==> src/rtl/cache_axi_master_pkg.sv <==
// Shared definitions for the cache-to-AXI bridge.
// Holds the AXI burst/size encodings, the cache request type codes, the
// read/write FSM state types and helpers that turn a cache request type into
// AXI address/len/size fields.
package cache_axi_master_pkg;

  localparam logic [1:0] BURST_INCR = 2'b01;
  localparam logic [2:0] SIZE_4B    = 3'd2;

  localparam logic [2:0] TYPE_BYTE = 3'b000;
  localparam logic [2:0] TYPE_HALF = 3'b001;
  localparam logic [2:0] TYPE_WORD = 3'b010;
  localparam logic [2:0] TYPE_LINE = 3'b100;

  localparam logic [7:0] LEN_LINE   = 8'd3;
  localparam logic [7:0] LEN_SINGLE = 8'd0;

  typedef enum logic [1:0] {R_IDLE, R_AR, R_DATA} rd_state_e;
  typedef enum logic [1:0] {W_IDLE, W_SEND, W_RESP} wr_state_e;

  // Uncached accesses carry their width in the low two type bits.
  function automatic logic [2:0] axi_size(input logic [2:0] t);
    return (t == TYPE_LINE) ? SIZE_4B : {1'b0, t[1:0]};
  endfunction

  function automatic logic [7:0] axi_len(input logic [2:0] t);
    return (t == TYPE_LINE) ? LEN_LINE : LEN_SINGLE;
  endfunction

  // Line bursts always start at the 16-byte line boundary.
  function automatic logic [31:0] axi_addr(input logic [2:0] t, input logic [31:0] a);
    return (t == TYPE_LINE) ? {a[31:4], 4'b0000} : a;
  endfunction

endpackage

==> src/rtl/cache_axi_master_if.sv <==
// AXI4 master-side channel bundle (AR/R/AW/W/B) used by cache_axi_master.
// master: driven by the bridge; slave: driven by the interconnect side.
// Lock/cache/prot/qos are tied off outside this block and are not carried.
interface cache_axi_master_if;
  logic [3:0]  arid;
  logic [31:0] araddr;
  logic [7:0]  arlen;
  logic [2:0]  arsize;
  logic [1:0]  arburst;
  logic        arvalid;
  logic        arready;

  logic [3:0]  rid;
  logic [31:0] rdata;
  logic [1:0]  rresp;
  logic        rlast;
  logic        rvalid;
  logic        rready;

  logic [3:0]  awid;
  logic [31:0] awaddr;
  logic [7:0]  awlen;
  logic [2:0]  awsize;
  logic [1:0]  awburst;
  logic        awvalid;
  logic        awready;

  logic [31:0] wdata;
  logic [3:0]  wstrb;
  logic        wlast;
  logic        wvalid;
  logic        wready;

  logic [3:0]  bid;
  logic [1:0]  bresp;
  logic        bvalid;
  logic        bready;

  modport master (
    output arid, araddr, arlen, arsize, arburst, arvalid,
    input  arready,
    input  rid, rdata, rresp, rlast, rvalid,
    output rready,
    output awid, awaddr, awlen, awsize, awburst, awvalid,
    input  awready,
    output wdata, wstrb, wlast, wvalid,
    input  wready,
    input  bid, bresp, bvalid,
    output bready
  );

  modport slave (
    input  arid, araddr, arlen, arsize, arburst, arvalid,
    output arready,
    output rid, rdata, rresp, rlast, rvalid,
    input  rready,
    input  awid, awaddr, awlen, awsize, awburst, awvalid,
    output awready,
    input  wdata, wstrb, wlast, wvalid,
    output wready,
    output bid, bresp, bvalid,
    input  bready
  );
endinterface

==> src/rtl/cache_axi_wr_ch.sv <==
// Write channel of the cache-to-AXI bridge: one outstanding write.
// Captures the request into a 128-bit buffer, issues AW and W independently,
// then waits for B and pulses wr_resp.
// Ports: clk/resetn; cache write request (wr_req/type/addr/wstrb/data,
// wr_rdy, wr_resp); busy + line_addr for the read-side hazard check;
// AXI AW/W/B channel signals.
//
// state  | meaning
// W_IDLE | no write outstanding, wr_rdy high
// W_SEND | AW and/or W still outstanding
// W_RESP | both sent, bready high waiting for B
module cache_axi_wr_ch
  import cache_axi_master_pkg::*;
#(
  parameter logic [3:0] WR_ID = 4'd1
) (
  input  logic         clk,
  input  logic         resetn,
  input  logic         wr_req,
  input  logic [2:0]   wr_type,
  input  logic [31:0]  wr_addr,
  input  logic [3:0]   wr_wstrb,
  input  logic [127:0] wr_data,
  output logic         wr_rdy,
  output logic         wr_resp,
  output logic         busy,
  output logic [27:0]  line_addr,
  output logic [3:0]   awid,
  output logic [31:0]  awaddr,
  output logic [7:0]   awlen,
  output logic [2:0]   awsize,
  output logic [1:0]   awburst,
  output logic         awvalid,
  input  logic         awready,
  output logic [31:0]  wdata,
  output logic [3:0]   wstrb,
  output logic         wlast,
  output logic         wvalid,
  input  logic         wready,
  input  logic         bvalid,
  output logic         bready
);

  wr_state_e      state, state_nxt;
  logic [31:0]    wbuf_addr;
  logic [2:0]     wbuf_type;
  logic [3:0]     wbuf_wstrb;
  logic [127:0]   wbuf_data;
  logic [1:0]     cnt;
  logic           aw_done, w_done;
  logic           in_send, is_line;
  logic           aw_hs, w_hs, w_last_hs;

  assign in_send   = (state == W_SEND);
  assign is_line   = (wbuf_type == TYPE_LINE);

  assign awvalid   = in_send & ~aw_done;
  assign wvalid    = in_send & ~w_done;
  assign aw_hs     = awvalid & awready;
  assign w_hs      = wvalid & wready;
  assign w_last_hs = w_hs & wlast;

  assign awid      = WR_ID;
  assign awaddr    = axi_addr(wbuf_type, wbuf_addr);
  assign awlen     = axi_len(wbuf_type);
  assign awsize    = axi_size(wbuf_type);
  assign awburst   = BURST_INCR;

  assign wdata     = is_line ? wbuf_data[{cnt, 5'd0} +: 32] : wbuf_data[31:0];
  assign wstrb     = is_line ? 4'hF : wbuf_wstrb;
  assign wlast     = is_line ? (cnt == 2'd3) : 1'b1;

  assign wr_resp   = bvalid & bready;
  assign busy      = (state != W_IDLE);
  assign line_addr = wbuf_addr[31:4];

  always_ff @(posedge clk) begin
    if (!resetn) state <= W_IDLE;
    else         state <= state_nxt;
  end

  always_comb begin
    state_nxt = state;
    wr_rdy    = 1'b0;
    bready    = 1'b0;
    case (state)
      W_IDLE: begin
        wr_rdy = 1'b1;
        if (wr_req) state_nxt = W_SEND;
      end
      W_SEND: begin
        // AW and W may finish in either order or together.
        if ((aw_done | aw_hs) & (w_done | w_last_hs)) state_nxt = W_RESP;
      end
      W_RESP: begin
        bready = 1'b1;
        if (bvalid) state_nxt = W_IDLE;
      end
      default: state_nxt = W_IDLE;
    endcase
  end

  always_ff @(posedge clk) begin
    if (wr_req & wr_rdy) begin
      wbuf_addr  <= wr_addr;
      wbuf_type  <= wr_type;
      wbuf_wstrb <= wr_wstrb;
      wbuf_data  <= wr_data;
    end
  end

  always_ff @(posedge clk) begin
    if (!resetn) begin
      cnt     <= 2'd0;
      aw_done <= 1'b0;
      w_done  <= 1'b0;
    end else if (wr_req & wr_rdy) begin
      cnt     <= 2'd0;
      aw_done <= 1'b0;
      w_done  <= 1'b0;
    end else begin
      if (aw_hs)     aw_done <= 1'b1;
      if (w_hs)      cnt     <= cnt + 2'd1;
      if (w_last_hs) w_done  <= 1'b1;
    end
  end

endmodule

==> src/rtl/cache_axi_master.sv <==
// Cache-to-AXI4 master bridge. One outstanding read and one outstanding
// write, independent of each other. Line accesses use 4-beat INCR bursts,
// uncached accesses single beats.
// Ports: clk/resetn; cache read side (rd_req/type/addr, rd_rdy, ret_valid/
// last/data); cache write side (wr_req/type/addr/wstrb/data, wr_rdy,
// wr_resp); axi: AXI4 master channels AR/R/AW/W/B.
//
// state  | meaning
// R_IDLE | no read outstanding, rd_rdy unless line hazard
// R_AR   | arvalid high waiting for arready
// R_DATA | rready high, beats forwarded until rlast
module cache_axi_master
  import cache_axi_master_pkg::*;
#(
  parameter logic [3:0] RD_ID = 4'd0,
  parameter logic [3:0] WR_ID = 4'd1
) (
  input  logic               clk,
  input  logic               resetn,
  input  logic               rd_req,
  input  logic [2:0]         rd_type,
  input  logic [31:0]        rd_addr,
  output logic               rd_rdy,
  output logic               ret_valid,
  output logic               ret_last,
  output logic [31:0]        ret_data,
  input  logic               wr_req,
  input  logic [2:0]         wr_type,
  input  logic [31:0]        wr_addr,
  input  logic [3:0]         wr_wstrb,
  input  logic [127:0]       wr_data,
  output logic               wr_rdy,
  output logic               wr_resp,
  cache_axi_master_if.master axi
);

  rd_state_e    rd_state, rd_state_nxt;
  logic [31:0]  rd_addr_q;
  logic [2:0]   rd_type_q;
  logic         arvalid_int, rready_int;
  logic         wr_busy;
  logic [27:0]  wr_line;
  logic         hazard;
  logic         unused_axi;

  // A read of the line the write buffer is still pushing out would return
  // stale data from memory, so hold it until the write completes.
  assign hazard = wr_busy & (rd_addr[31:4] == wr_line);

  always_ff @(posedge clk) begin
    if (!resetn) rd_state <= R_IDLE;
    else         rd_state <= rd_state_nxt;
  end

  always_comb begin
    rd_state_nxt = rd_state;
    rd_rdy       = 1'b0;
    arvalid_int  = 1'b0;
    rready_int   = 1'b0;
    case (rd_state)
      R_IDLE: begin
        rd_rdy = ~hazard;
        if (rd_req & ~hazard) rd_state_nxt = R_AR;
      end
      R_AR: begin
        arvalid_int = 1'b1;
        if (axi.arready) rd_state_nxt = R_DATA;
      end
      R_DATA: begin
        rready_int = 1'b1;
        if (axi.rvalid & axi.rlast) rd_state_nxt = R_IDLE;
      end
      default: rd_state_nxt = R_IDLE;
    endcase
  end

  always_ff @(posedge clk) begin
    if (rd_req & rd_rdy) begin
      rd_addr_q <= rd_addr;
      rd_type_q <= rd_type;
    end
  end

  assign axi.arid    = RD_ID;
  assign axi.araddr  = axi_addr(rd_type_q, rd_addr_q);
  assign axi.arlen   = axi_len(rd_type_q);
  assign axi.arsize  = axi_size(rd_type_q);
  assign axi.arburst = BURST_INCR;
  assign axi.arvalid = arvalid_int;
  assign axi.rready  = rready_int;

  assign ret_valid = axi.rvalid & rready_int;
  assign ret_last  = axi.rvalid & rready_int & axi.rlast;
  assign ret_data  = axi.rdata;

  // Response codes and IDs are not acted on.
  assign unused_axi = ^{axi.rid, axi.rresp, axi.bid, axi.bresp};

  cache_axi_wr_ch #(
    .WR_ID (WR_ID)
  ) u_wr_ch (
    .clk       (clk),
    .resetn    (resetn),
    .wr_req    (wr_req),
    .wr_type   (wr_type),
    .wr_addr   (wr_addr),
    .wr_wstrb  (wr_wstrb),
    .wr_data   (wr_data),
    .wr_rdy    (wr_rdy),
    .wr_resp   (wr_resp),
    .busy      (wr_busy),
    .line_addr (wr_line),
    .awid      (axi.awid),
    .awaddr    (axi.awaddr),
    .awlen     (axi.awlen),
    .awsize    (axi.awsize),
    .awburst   (axi.awburst),
    .awvalid   (axi.awvalid),
    .awready   (axi.awready),
    .wdata     (axi.wdata),
    .wstrb     (axi.wstrb),
    .wlast     (axi.wlast),
    .wvalid    (axi.wvalid),
    .wready    (axi.wready),
    .bvalid    (axi.bvalid),
    .bready    (axi.bready)
  );

endmodule

==> src/flat_wrapper.sv <==
// flat-port wrapper written by rule: the top's interface ports become plain ports
module cache_axi_master_flat import cache_axi_master_pkg::*;
#(
  parameter logic [3:0] RD_ID = 4'd0,
  parameter logic [3:0] WR_ID = 4'd1
)
  (clk, resetn, rd_req, rd_type, rd_addr, rd_rdy, ret_valid, ret_last, ret_data, wr_req, wr_type, wr_addr, wr_wstrb, wr_data, wr_rdy, wr_resp, axi_arid, axi_araddr, axi_arlen, axi_arsize, axi_arburst, axi_arvalid, axi_arready, axi_rid, axi_rdata, axi_rresp, axi_rlast, axi_rvalid, axi_rready, axi_awid, axi_awaddr, axi_awlen, axi_awsize, axi_awburst, axi_awvalid, axi_awready, axi_wdata, axi_wstrb, axi_wlast, axi_wvalid, axi_wready, axi_bid, axi_bresp, axi_bvalid, axi_bready);
  cache_axi_master_if axi_i ();
  input  logic clk;
  input  logic resetn;
  input  logic rd_req;
  input  logic [2:0] rd_type;
  input  logic [31:0] rd_addr;
  output logic rd_rdy;
  output logic ret_valid;
  output logic ret_last;
  output logic [31:0] ret_data;
  input  logic wr_req;
  input  logic [2:0] wr_type;
  input  logic [31:0] wr_addr;
  input  logic [3:0] wr_wstrb;
  input  logic [127:0] wr_data;
  output logic wr_rdy;
  output logic wr_resp;
  output wire logic [$bits(axi_i.arid)-1:0] axi_arid;
  output wire logic [$bits(axi_i.araddr)-1:0] axi_araddr;
  output wire logic [$bits(axi_i.arlen)-1:0] axi_arlen;
  output wire logic [$bits(axi_i.arsize)-1:0] axi_arsize;
  output wire logic [$bits(axi_i.arburst)-1:0] axi_arburst;
  output wire logic [$bits(axi_i.arvalid)-1:0] axi_arvalid;
  input wire logic [$bits(axi_i.arready)-1:0] axi_arready;
  input wire logic [$bits(axi_i.rid)-1:0] axi_rid;
  input wire logic [$bits(axi_i.rdata)-1:0] axi_rdata;
  input wire logic [$bits(axi_i.rresp)-1:0] axi_rresp;
  input wire logic [$bits(axi_i.rlast)-1:0] axi_rlast;
  input wire logic [$bits(axi_i.rvalid)-1:0] axi_rvalid;
  output wire logic [$bits(axi_i.rready)-1:0] axi_rready;
  output wire logic [$bits(axi_i.awid)-1:0] axi_awid;
  output wire logic [$bits(axi_i.awaddr)-1:0] axi_awaddr;
  output wire logic [$bits(axi_i.awlen)-1:0] axi_awlen;
  output wire logic [$bits(axi_i.awsize)-1:0] axi_awsize;
  output wire logic [$bits(axi_i.awburst)-1:0] axi_awburst;
  output wire logic [$bits(axi_i.awvalid)-1:0] axi_awvalid;
  input wire logic [$bits(axi_i.awready)-1:0] axi_awready;
  output wire logic [$bits(axi_i.wdata)-1:0] axi_wdata;
  output wire logic [$bits(axi_i.wstrb)-1:0] axi_wstrb;
  output wire logic [$bits(axi_i.wlast)-1:0] axi_wlast;
  output wire logic [$bits(axi_i.wvalid)-1:0] axi_wvalid;
  input wire logic [$bits(axi_i.wready)-1:0] axi_wready;
  input wire logic [$bits(axi_i.bid)-1:0] axi_bid;
  input wire logic [$bits(axi_i.bresp)-1:0] axi_bresp;
  input wire logic [$bits(axi_i.bvalid)-1:0] axi_bvalid;
  output wire logic [$bits(axi_i.bready)-1:0] axi_bready;
  assign axi_arid = axi_i.arid;
  assign axi_araddr = axi_i.araddr;
  assign axi_arlen = axi_i.arlen;
  assign axi_arsize = axi_i.arsize;
  assign axi_arburst = axi_i.arburst;
  assign axi_arvalid = axi_i.arvalid;
  assign axi_i.arready = axi_arready;
  assign axi_i.rid = axi_rid;
  assign axi_i.rdata = axi_rdata;
  assign axi_i.rresp = axi_rresp;
  assign axi_i.rlast = axi_rlast;
  assign axi_i.rvalid = axi_rvalid;
  assign axi_rready = axi_i.rready;
  assign axi_awid = axi_i.awid;
  assign axi_awaddr = axi_i.awaddr;
  assign axi_awlen = axi_i.awlen;
  assign axi_awsize = axi_i.awsize;
  assign axi_awburst = axi_i.awburst;
  assign axi_awvalid = axi_i.awvalid;
  assign axi_i.awready = axi_awready;
  assign axi_wdata = axi_i.wdata;
  assign axi_wstrb = axi_i.wstrb;
  assign axi_wlast = axi_i.wlast;
  assign axi_wvalid = axi_i.wvalid;
  assign axi_i.wready = axi_wready;
  assign axi_i.bid = axi_bid;
  assign axi_i.bresp = axi_bresp;
  assign axi_i.bvalid = axi_bvalid;
  assign axi_bready = axi_i.bready;
  cache_axi_master #(.RD_ID(RD_ID), .WR_ID(WR_ID)) u_core (.clk(clk), .resetn(resetn), .rd_req(rd_req), .rd_type(rd_type), .rd_addr(rd_addr), .rd_rdy(rd_rdy), .ret_valid(ret_valid), .ret_last(ret_last), .ret_data(ret_data), .wr_req(wr_req), .wr_type(wr_type), .wr_addr(wr_addr), .wr_wstrb(wr_wstrb), .wr_data(wr_data), .wr_rdy(wr_rdy), .wr_resp(wr_resp), .axi(axi_i));
endmodule
==> config.mk <==
export PLATFORM = sky130hd
export DESIGN_NAME = cache_axi_master_flat
export DESIGN_NICKNAME = d
export VERILOG_FILES = /design/src/rtl/cache_axi_master_pkg.sv /design/src/rtl/cache_axi_master_if.sv /design/src/rtl/cache_axi_wr_ch.sv /design/src/rtl/cache_axi_master.sv /design/src/flat_wrapper.sv
export SDC_FILE = /design/constraint.sdc
export NUM_CORES = 1
export LEC_CHECK = 0
export BUFFER_PORTS_ARGS = -buffer_cell sky130_fd_sc_hd__buf_2
export CAP_MARGIN = 20
export CORE_AREA = 2 2 167 169
export CTS_CLUSTER_SIZE = 14
export DETAILED_ROUTE_END_ITERATION = 10
export DIE_AREA = 0 0 169 171
export PLACE_DENSITY_LB_ADDON = 0.15
export SYNTH_ARGS = -nofsm -noshare
export SYNTH_HDL_FRONTEND = slang
export SYNTH_HIERARCHICAL = 1
export SYNTH_SLANG_ARGS = --single-unit
==> constraint.sdc <==
create_clock -name clk -period 18.3 [get_ports clk]
set_clock_uncertainty 0.1 [all_clocks]
set_input_delay 1.83 -clock clk [delete_from_list [all_inputs] [get_ports clk]]
set_output_delay 1.83 -clock clk [all_outputs]
set_load 0.02 [all_outputs]
==> results.yml <==
run_status:
  status: "complete, no violations"
logic_synthesis:
  netlist_instances: 617
  syn_avg_cell_area_um2: 15.09
  synth_edf_count: 202
  yosys.area.top_type: "edfxtp_1"
  ys_top_cells_by_area: "edfxtp_1 (65%), buf_4 (12%), o211ai_2 (4.0%), mux2i_1 (3.5%), a32oi_1 (3.0%)"
  syn_area_um2: 9311
  synth_top_flop_cell: "edfxtp_1"
  synth-seq-area-share_pct: 66.86
  ys_seq_elements: 210
  yosys_warnings: 6
  synth_top_area_share_pct: 65.14
  synthArstFlopShare_pct: 0
  synth_cell_type_count: 46
setup_path:
  slowest_stage: "a2111oi_2"
  worst_path_most_repeated_cell: "buf_2"
  cpPeakStageDelay_ns: 0.31
  worstPathRequired_ns: 16.37
  r2r-start: "u_core/u_wr_ch/state[0]"
  startpoint: "rd_addr[12]"
  worstSetupEndpointType: "primary output"
  crit_fanout: 3
  path_buf_inv: 2
  arrival_ns: 3.23
  crit_type: "in2out"
  cp-start-kind: "primary input"
  worstPathCellList: "buf_2 -> xnor2_1 -> nand2_1 -> a2111oi_2 -> nand4_1 -> and2_2 -> buf_2"
  cp_top_family: "simple AND/OR/NAND/NOR gates"
timing:
  tns_ns: 0
  tightestPinTransition_ns: 0.9491
  grt_setup_unrepaired: "no"
  hold_ws_ns: 0.4112
  slew_headroom_pct: 36.73
  setup_viol: 0
  maxSlewViolCount: 0
  fin_ws_ns: 13.14
  fin_crit_sh_pct: 28.22
  fmax_ghz: 0.1937
  layout_min_cycle_time_ns: 5.164
  hold_viol_final: 0
clock_tree:
  cts-htree-levels: 1
  post-cts-setup-buffer-count: 0
  root_buffer: "clkbuf_16"
  cts_tree: "yes"
  clk_latency_ns: 0.50
  postCtsResizedCells: 0
  cts.sinks: 210
  cts_hold_buffers: 0
  cts_inserted_buffers: 24
  cts_buffer_depth: 3
  clkSlewWorstSetupHoldPaths_ns: 0.06
floorplanning:
  pin_count: 433
  die_area_um2: 28900
  fp.dieH_um: 171
  std_cell_rows: 61
  die_w_um: 169
  coreArea_um2: 27320
  initial_utilization_pct: 34.08
job:
  drv_cap: 0
place:
  dp_slack_ns: 13.07
  place.gp.congestion: 0.7322
  hpwl_mm: 15.25
  port_buffers: 330
pwr:
  power.density_nw_per_um2: 103.8
  p_total_mw: 1.145
  vdd_drop_max_mv: 0.06336
  leakage_nw: 4.399
route:
  drc_errors: 0
  ant_nets: 0
  wl_mm: 21.52
  drtIter0Drc: 235
  detail_route.vias_per_cell: 4.517
  wl_per_cell_um: 17.99
  vias: 5402
  drt_pre_antenna_iters: 6
cells_and_area:
  nets: 1091
  layout-drive-gt1-share_pct: 48.23
  syn2layout_area_growth_pct: 18.50
  fin_util_pct: 40.38
global_route:
  grt_antenna_before_repair: 7
  grt_max_degree: 77
  track_usage_pct: 14.07
  grt_overflow: 0
  grt_pass1_vias: 5398
  grt_pass1_wl_mm: 30.85
min_path:
  hp-class: "reg2reg"
  hp-start: "u_core/u_wr_ch/aw_done"
[sequential cells by signal, summed over array words and instances, names as in the netlist]
name and cells:
u_core/u_wr_ch/cnt 2, u_core/u_wr_ch/wbuf_wstrb 4, u_core/u_wr_ch/state 2, u_core/u_wr_ch/wbuf_data 128, u_core/u_wr_ch/aw_done 1, u_core/u_wr_ch/wbuf_type 3
u_core/u_wr_ch/w_done 1, u_core/u_wr_ch/wbuf_addr 32, u_core/rd_type_q 3, u_core/rd_state 2, u_core/rd_addr_q 32
[through the flow]
stage	cell area (um^2)	std cells
floorplan	9394	639
global placement	10330	1154
detailed placement	10330	1154
CTS	11030	1194
global route	11030	1194
finish	11030	1196
[cell usage after synthesis (2+ instances only)]
cell       instances
a2111oi_2          2
a32oi_1           32
and2_1             6
buf_2              9
buf_4            145
buf_6              4
clkbuf_1          10
conb_1             4
dfxtp_1            8
edfxtp_1         202
inv_1              6
mux2i_1           33
nand2_1           34
nand2b_1           9
nand4_1            5
nor2_1            13
nor2b_1           10
nor3_1             2
o211ai_1           2
o211ai_2          30
o21ai_0            2
xnor2_1           22
xor2_1             4
[power by group]
part	leakage, nW	switching (mW)	internal [mW]	total [mW]
clock	0.342	0.175	0.255	0.430
sequential	1.99	0.0111	0.568	0.579
combinational	2.06	0.0866	0.0494	0.136
[logic make-up after synthesis]
| kind of cell | Yosys count | share of synthesized area, % |
|---|---|---|
| compound gates | 77 | 8.385 |
| other cells | 4 | 0.1612 |
| buf+inv | 175 | 13.40 |
| fa+ha+maj | 1 | 0.1344 |
| simple gates | 91 | 5.066 |
| flops | 210 | 66.86 |
| xor+xnor | 26 | 2.445 |
| mux | 33 | 3.547 |
[tightest hold or removal path: stages, from the launching register on]
cell and delay [ns]:
dfxtp_1 0.35, a21oi_1 0.05, nor2_1 0.07
[metal layers]
metal	global-route usage (%)	part of all wire (%)	up-vias
met5	0	0.21	-
met3	5.482	11	40
met4	3.493	1.4	8
met2	24.80	50	247
li1	-	-	2558
met1	16.09	38	2549
[path summary, 6_finish.rpt]
check | endpoint | slack (ns) | cells after the start
setup reg to reg | u_core/u_wr_ch/wbuf_data[113] | 15.53 | 3
setup / recovery | rd_rdy | 13.14 | 7
hold reg to reg | u_core/u_wr_ch/aw_done | 0.41 | 2
hold / removal | u_core/u_wr_ch/aw_done | 0.41 | 2
[layout make-up]
class | instances | area (um^2)
fillers | 2611 | 16290
flip-flops and latches | 210 | 6227
multi-input cells | 254 | 1931
repair buffers | 337 | 1704
clock buffers | 35 | 683.2
well taps | 346 | 432.9
inverters | 7 | 31.28
clock inverters | 5 | 20.02
diodes | 2 | 5.005
[placed cells by master (no fill, tap or decap), types with 2 or more instances in the layout]
master,count
clkinv_1,4
and2_1,6
inv_1,6
edfxtp_1,202
clkbuf_16,25
conb_1,26
clkbuf_8,2
nand2b_1,9
xnor2_1,22
dfxtp_1,7
nand2_1,34
nor2_1,12
buf_2,330
o211ai_1,2
buf_4,7
mux2i_1,33
a2111oi_2,2
o211ai_2,30
nand4_1,5
nor2b_1,9
nor3_1,2
clkbuf_1,8
diode_2,2
xor2_1,4
a32oi_1,32
o21ai_0,2
Power figures use the tool's default switching activity.
